$ cat src/rtl/pin_pkg.sv
// rtl/pin_pkg.sv - shared key codes and controller states for the PIN unlock controller
package pin_pkg;

  localparam logic [3:0] KEY_DIGIT_MAX = 4'h9;
  localparam logic [3:0] KEY_CLEAR     = 4'hA;
  localparam logic [3:0] KEY_ENTER     = 4'hB;

  typedef enum logic [1:0] {IDLE, ENTRY, CHECK, LOCKOUT} pin_state_t;

  function automatic logic is_digit(input logic [3:0] key);
    return key <= KEY_DIGIT_MAX;
  endfunction

endpackage

$ cat src/rtl/cycle_timer.sv
// rtl/cycle_timer.sv - loadable down-counter; done flags the last cycle of a cyc-long interval
module cycle_timer #(
  parameter int unsigned MAX_CYC = 100,
  parameter int          W       = $clog2(MAX_CYC + 1)
) (
  input  logic         FPGA_CLK1_50,
  input  logic         reset,
  input  logic         start,
  input  logic [W-1:0] cyc,
  output logic         busy,
  output logic         done
);

  logic [W-1:0] cnt;

  // A start restarts the interval even if one is already running.
  always_ff @(posedge FPGA_CLK1_50) begin
    if (reset) begin
      cnt  <= '0;
      busy <= 1'b0;
    end else if (start) begin
      cnt  <= cyc;
      busy <= (cyc != '0);
    end else if (busy) begin
      cnt <= cnt - W'(1);
      if (cnt == W'(1))
        busy <= 1'b0;
    end
  end

  assign done = busy && (cnt == W'(1));

endmodule

$ cat src/rtl/pin_unlock_ctrl.sv
// rtl/pin_unlock_ctrl.sv - keypad PIN checker with unlock pulse, fail counting and timed lockout
module pin_unlock_ctrl
  import pin_pkg::*;
#(
  parameter int unsigned           CODE_LEN          = 4,
  parameter logic [4*CODE_LEN-1:0] DEFAULT_CODE      = 'h1234,
  parameter int unsigned           ENTRY_TIMEOUT_CYC = 250_000_000,
  parameter int unsigned           MAX_FAILS         = 3,
  parameter int unsigned           LOCKOUT_CYC       = 1_500_000_000
) (
  input  logic                  FPGA_CLK1_50,
  input  logic                  reset,
  input  logic                  key_valid,
  input  logic [3:0]            key_code,
  input  logic                  code_load,
  input  logic [4*CODE_LEN-1:0] code_in,
  output logic                  unlock_signal,
  output logic                  fail_pulse,
  output logic                  locked_out,
  output logic [3:0]            digit_count
);

  localparam int unsigned BW   = 4 * CODE_LEN;
  localparam int unsigned TMAX = (ENTRY_TIMEOUT_CYC > LOCKOUT_CYC) ? ENTRY_TIMEOUT_CYC : LOCKOUT_CYC;
  localparam int          TW   = $clog2(TMAX + 1);
  localparam int          FCW  = $clog2(MAX_FAILS + 1);

  pin_state_t    state, state_nxt;
  logic [BW-1:0] code_buf, code_buf_nxt;
  logic [BW-1:0] stored, stored_nxt;
  logic [3:0]    dcnt_nxt;
  logic [FCW-1:0] fail_cnt, fail_cnt_nxt;
  logic          unlock_nxt, fail_nxt, locked_nxt;
  logic          timer_start, timer_busy, timer_done;
  logic [TW-1:0] timer_cyc;
  logic          key_digit, match;

  // Entry timeout and lockout never overlap, so one timer serves both.
  cycle_timer #(.MAX_CYC(TMAX), .W(TW)) u_timer (
    .FPGA_CLK1_50 (FPGA_CLK1_50),
    .reset        (reset),
    .start        (timer_start),
    .cyc          (timer_cyc),
    .busy         (timer_busy),
    .done         (timer_done)
  );

  assign key_digit = key_valid && is_digit(key_code);
  assign match     = (digit_count == 4'(CODE_LEN)) && (code_buf == stored);

  always_ff @(posedge FPGA_CLK1_50) begin
    if (reset) begin
      state         <= IDLE;
      code_buf      <= '0;
      stored        <= DEFAULT_CODE;
      digit_count   <= '0;
      fail_cnt      <= '0;
      unlock_signal <= 1'b0;
      fail_pulse    <= 1'b0;
      locked_out    <= 1'b0;
    end else begin
      state         <= state_nxt;
      code_buf      <= code_buf_nxt;
      stored        <= stored_nxt;
      digit_count   <= dcnt_nxt;
      fail_cnt      <= fail_cnt_nxt;
      unlock_signal <= unlock_nxt;
      fail_pulse    <= fail_nxt;
      locked_out    <= locked_nxt;
    end
  end

  always_comb begin
    state_nxt    = state;
    code_buf_nxt = code_buf;
    stored_nxt   = stored;
    dcnt_nxt     = digit_count;
    fail_cnt_nxt = fail_cnt;
    unlock_nxt   = 1'b0;
    fail_nxt     = 1'b0;
    locked_nxt   = locked_out;
    timer_start  = 1'b0;
    timer_cyc    = TW'(ENTRY_TIMEOUT_CYC);

    case (state)
      IDLE: begin
        if (code_load) begin
          stored_nxt = code_in;
        end else if (key_digit) begin
          code_buf_nxt = BW'(key_code);
          dcnt_nxt     = 4'd1;
          timer_start  = 1'b1;
          state_nxt    = ENTRY;
        end
      end
      ENTRY: begin
        if (key_digit) begin
          // Surplus digits are dropped but still count as activity.
          if (digit_count < 4'(CODE_LEN)) begin
            code_buf_nxt = BW'({code_buf, key_code});
            dcnt_nxt     = digit_count + 4'd1;
          end
          timer_start = 1'b1;
        end else if (key_valid && key_code == KEY_CLEAR) begin
          code_buf_nxt = '0;
          dcnt_nxt     = '0;
          state_nxt    = IDLE;
        end else if (key_valid && key_code == KEY_ENTER) begin
          state_nxt = CHECK;
        end else if (timer_done || !timer_busy) begin
          code_buf_nxt = '0;
          dcnt_nxt     = '0;
          state_nxt    = IDLE;
        end
      end
      CHECK: begin
        code_buf_nxt = '0;
        dcnt_nxt     = '0;
        state_nxt    = IDLE;
        if (match) begin
          unlock_nxt   = 1'b1;
          fail_cnt_nxt = '0;
        end else begin
          fail_nxt     = 1'b1;
          fail_cnt_nxt = fail_cnt + FCW'(1);
          if (fail_cnt == FCW'(MAX_FAILS - 1)) begin
            locked_nxt  = 1'b1;
            timer_start = 1'b1;
            timer_cyc   = TW'(LOCKOUT_CYC);
            state_nxt   = LOCKOUT;
          end
        end
      end
      LOCKOUT: begin
        if (timer_done || !timer_busy) begin
          locked_nxt   = 1'b0;
          fail_cnt_nxt = '0;
          state_nxt    = IDLE;
        end
      end
      default: state_nxt = IDLE;
    endcase
  end

endmodule

$ cat config.mk
export PLATFORM = sky130hd
export DESIGN_NAME = pin_unlock_ctrl
export DESIGN_NICKNAME = d
export VERILOG_FILES = /design/src/rtl/pin_pkg.sv /design/src/rtl/cycle_timer.sv /design/src/rtl/pin_unlock_ctrl.sv
export SDC_FILE = /design/constraint.sdc
export NUM_CORES = 1
export LEC_CHECK = 0
export BUFFER_PORTS_ARGS = -buffer_cell sky130_fd_sc_hd__clkbuf_2
export CAP_MARGIN = 40
export CORE_MARGIN = 2
export CORE_UTILIZATION = 57
export DETAILED_ROUTE_END_ITERATION = 8
export PLACE_DENSITY_LB_ADDON = 0.12
export SLEW_MARGIN = 5
export SYNTH_ARGS = -nofsm -noshare
export SYNTH_HDL_FRONTEND = slang
export SYNTH_HIERARCHICAL = 1
export SYNTH_SLANG_ARGS = --single-unit
$ cat constraint.sdc
create_clock -name FPGA_CLK1_50 -period 3.6 [get_ports FPGA_CLK1_50]
set_input_delay 0.72 -clock FPGA_CLK1_50 [delete_from_list [all_inputs] [get_ports FPGA_CLK1_50]]
set_output_delay 0.72 -clock FPGA_CLK1_50 [all_outputs]
set_load 0.02 [all_outputs]
==> impl_table.tex <==
\begin{tabular}{lr}
\hline
Metric & Value \\
\hline
\multicolumn{2}{l}{\textbf{Place}} \\
\quad Count of placed standard cells including taps & 647 \\
\quad Half-perimeter wire length of the detailed placement result & 6710 µm \\
\quad Post-Place Setup Slack & 0.682 ns \\
\quad Routability-driven placement congestion ratio & 0.869 \\
\quad Number of buffers added on ports & 30 \\
\multicolumn{2}{l}{\textbf{Synth}} \\
\quad Area share of and/or/nand/nor cells after synthesis & 30.2\% \\
\quad Top cells by area, synth & dfxtp\_1, nand2\_1, a21oi\_1, xor2\_1, nor2\_1 \\
\quad Multiplexer share of the synthesized area & 0.631\% \\
\quad Area share of xor/xnor cells in the synthesized design & 5.68\% \\
\quad Unique masters post-synth & 61 \\
\quad Ys async rst share & 0\% \\
\quad Flop and latch count out of synthesis & 75 \\
\quad Number of warnings reported in the yosys synthesis log & 6 \\
\quad Adder and majority cell fraction of the synthesized area & 2.71\% \\
\quad Most frequently used flop master after synthesis & dfxtp\_1 \\
\quad Dominant combinational cell family by area after synthesis & simple AND/OR/NAND/NOR gates \\
\quad Post-synthesis compound-gate area fraction & 19.4\% \\
\quad Area of the mapped netlist & 0.00416 mm² \\
\quad Count of flip-flops with a built-in enable after synthesis & 0 \\
\quad Post-synth top area cell & dfxtp\_1 \\
\quad Sequential-to-total area share from yosys stat & 36.1\% \\
\quad Area share of the leading cell type in the synthesized netlist & 36.1\% \\
\quad Average cell area after synthesis & 8.11 µm² \\
\quad Gate count of the mapped netlist & 513 \\
\multicolumn{2}{l}{\textbf{Detailed routing}} \\
\quad Number of detailed-route iterations in the first pass & 4 \\
\quad Drt via density & 5.79 \\
\quad DRC Markers & 0 \\
\quad Number of routed nets with antenna violations & 0 \\
\quad Total Routed Length & 9860 µm \\
\quad Mean routed wirelength per cell & 14.9 µm \\
\quad Vias after detailed routing & 3,840 \\
\quad Count of routing violations after the opening detailed-route iteration & 172 \\
\multicolumn{2}{l}{\textbf{Layout}} \\
\quad Synthesis-to-layout area growth & 11.5\% \\
\quad Number of non-filler instances in the completed layout & 663 \\
\quad Number of nets in the final layout & 592 \\
\quad Fraction of final layout cells sized beyond drive strength 1 & 13.5\% \\
\quad Ant. Diodes & 0 \\
\multicolumn{2}{l}{\textbf{Outcome}} \\
\quad Status & finished, final reports clean \\
\multicolumn{2}{l}{\textbf{Floorplanning}} \\
\quad Die Width & 89.4 µm \\
\quad Row Count & 31 \\
\quad Number of top-level pins & 31 \\
\quad Area of the die & 0.00800 mm² \\
\quad Chip height & 89.4 µm \\
\quad Effective utilization at floorplan & 58.0\% \\
\quad Area inside the core boundary & 0.00718 mm² \\
\multicolumn{2}{l}{\textbf{Power}} \\
\quad Flop pwr share & 47.9\% \\
\quad Switching power of the nets & 669 µW \\
\quad Pwr per Cell Area & 423 mW/mm² \\
\quad Total power & 1.96 mW \\
\quad Peak ir drop on the vdd network & 0.312 mV \\
\quad Relative contribution of the clock network to total power & 32.6\% \\
\quad Comb pwr share & 19.5\% \\
\quad Static leakage & 1.74 nW \\
\quad Internal power contribution & 1.30 mW \\
\quad Switch share & 34.1\% \\
\multicolumn{2}{l}{\textbf{Clocking}} \\
\quad Clock Path Buffers & 2 \\
\quad Clock buffer count from CTS & 9 \\
\quad Maximum level of the CTS H-tree & 3 \\
\quad Total number of clock tree sinks & 75 \\
\quad Count of hold buffers inserted by post-cts repair & 0 \\
\quad CTS root buffer & clkbuf\_8 \\
\quad Clock latency on the worst-skew pair & 0.37 ns \\
\quad \# Post-CTS Setup Buffers & 0 \\
\quad TritonCTS clock tree & built \\
\quad Resize count post-CTS & 0 \\
\quad Clock-pin slew on the worst setup and hold paths & 0.10 ns \\
\multicolumn{2}{l}{\textbf{Global route}} \\
\quad Maximum number of pins on one net before global-route repair & 50 \\
\quad Number of global-route vias before repair & 3,328 \\
\quad First-pass GRT wire length & 16,000 µm \\
\quad All-Layer GR Usage & 25.5\% \\
\quad Initial antenna violation count & 0 \\
\quad Grt total ovfl & 0 \\
\multicolumn{2}{l}{\textbf{STA}} \\
\quad Final worst slack & 0.563 ns \\
\quad Slew of the pin with the lowest slew margin & 0.811 ns \\
\quad Maximum frequency from static timing analysis & 0.329 GHz \\
\quad Accumulated negative setup slack & 0 ns \\
\quad Final clock skew & 0.0116 ns \\
\quad Crit share post-route & 84.4\% \\
\quad Unrepaired setup endpoints after global routing & false \\
\quad Setup violations, final & 0 \\
\quad Final hold violations & 0 \\
\quad Count of pins over their slew limit & 0 \\
\quad Post-layout min period & 3.04 ns \\
\quad Max-slew headroom at the worst pin & 45.9\% \\
\quad Min Hold Slack & 0.473 ns \\
\multicolumn{2}{l}{\textbf{Flow run}} \\
\quad Number of max-capacitance violations reported & 0 \\
\multicolumn{2}{l}{\textbf{Worst setup path}} \\
\quad Required time of the worst setup path & 3.90 ns \\
\quad Endpoint class of the critical path & flip-flop \\
\quad Highest net fanout along the worst path & 16 \\
\quad Startpoint types & flip-flop \\
\quad Type of the setup path with the least slack & flip-flop to flip-flop \\
\quad Arrival time worst endpoint & 3.34 ns \\
\multicolumn{2}{l}{\textbf{Worst hold path}} \\
\quad Tightest Hold Check Type & flip-flop to flip-flop \\
\hline
\end{tabular}
==> layout make-up <==
class | count | area (µm²)
fill | 641 | 2530
multi-input combinational | 420 | 2560
clock buffer | 9 | 124
inverter | 15 | 56.3
timing repair buffer | 38 | 210
clock inverter | 7 | 65.1
tap | 99 | 124
sequential | 75 | 1500
==> logic make-up after synthesis <==
logic type / count (synthesis)
flops: 75
compound gates: 120
fa+ha+maj: 9
other cells: 2
buf+inv: 48
xor+xnor: 27
mux: 2
simple gates: 230
==> critical path, cell delays in order (launching register included) <==
cell and delay, ns:
dfxtp_1 0.36, nor4_1 0.67, nand2_1 0.14, nor4_1 0.39, and2_1 0.18, nor2b_1 0.08, mux2_4 0.28, o211ai_2 0.27
buf_4 0.28, nand4_1 0.13, a21oi_1 0.19
==> through the flow <==
stage               util [%]  cell area, µm²
global placement        61.9            4440
global route            64.7            4640
finish                  64.7            4640
CTS                     64.7            4640
floorplan                  -            4270
detailed placement      62.0            4450
==> power groups by stage <==
stage	logic, mW	clock network, mW	registers [mW]
after floorplan	0.296	0	0.945
after global placement	0.366	0	0.958
after detailed placement	0.377	0	0.960
after CTS	0.378	0.646	0.941
after global routing	0.426	0.682	0.950
final	0.383	0.640	0.942
==> synth_stat cells, drive strengths merged (3+ instances only) <==
| library cell | n |
|---|---|
| nand3 | 14 |
| a311oi | 12 |
| a21oi | 38 |
| inv | 15 |
| or4 | 11 |
| nand3b | 8 |
| xnor2 | 7 |
| nor2 | 46 |
| xor2 | 20 |
| nor4 | 20 |
| nand2 | 53 |
| nand4b | 3 |
| or3 | 9 |
| nand4 | 27 |
| o31a | 5 |
| nand2b | 3 |
| and2 | 3 |
| clkbuf | 19 |
| nor3b | 5 |
| a211oi | 11 |
| or2 | 3 |
| o21ai | 25 |
| nor2b | 3 |
| ha | 9 |
| o31ai | 12 |
| buf | 14 |
| dfxtp | 75 |
| nor3 | 18 |
==> final timing paths <==
path	startpoint	end	slack, ns	cells after the start
worst min-delay path	stored[13]	stored[13]	0.47	2
worst max register to register	u_timer/cnt[24]	code_buf[14]	0.56	10
worst max-delay path	u_timer/cnt[24]	code_buf[14]	0.56	10
worst min register to register	stored[13]	stored[13]	0.47	2
==> state kept, by name (all words and copies together), names as in the netlist <==
signal	cells
digit_count	4
unlock_signal	1
fail_cnt	2
stored	16
u_timer/cnt	31
code_buf	16
u_timer/busy	1
locked_out	1
fail_pulse	1
state	2
==> routing by layer <==
| metal | up-vias | routed length, µm | global-route usage, % |
|---|---|---|---|
| met5 | - | 0 | 0 |
| met4 | 0 | 151 | 9.09 |
| met3 | 12 | 358 | 4.06 |
| met2 | 88 | 4680 | 42.3 |
| met1 | 1789 | 4670 | 33.7 |
| li1 | 1951 | - | - |
==> placed cells by master, fill, tap and decap left out, types with 8 or more instances in the layout <==
cell      Yosys  final
dfxtp_1      75     75
conb_1        2     32
xor2_1       20     20
ha_1          9      9
clkbuf_8      0      9
inv_1        14     14
o31ai_1      11     11
clkbuf_2      2     30
nand4_1      27     27
buf_4         2      8
nor3_1       14     14
nand2_1      53     53
a21oi_1      38     38
or4_1        11     11
a311oi_1     12     12
o21ai_1      17     17
or3_1         9      9
nand3b_1      8      8
nand3_1      13     13
a211oi_1     11     11
nor4_1       17     17
nor2_1       46     46
(Power assumes the default switching activity.)
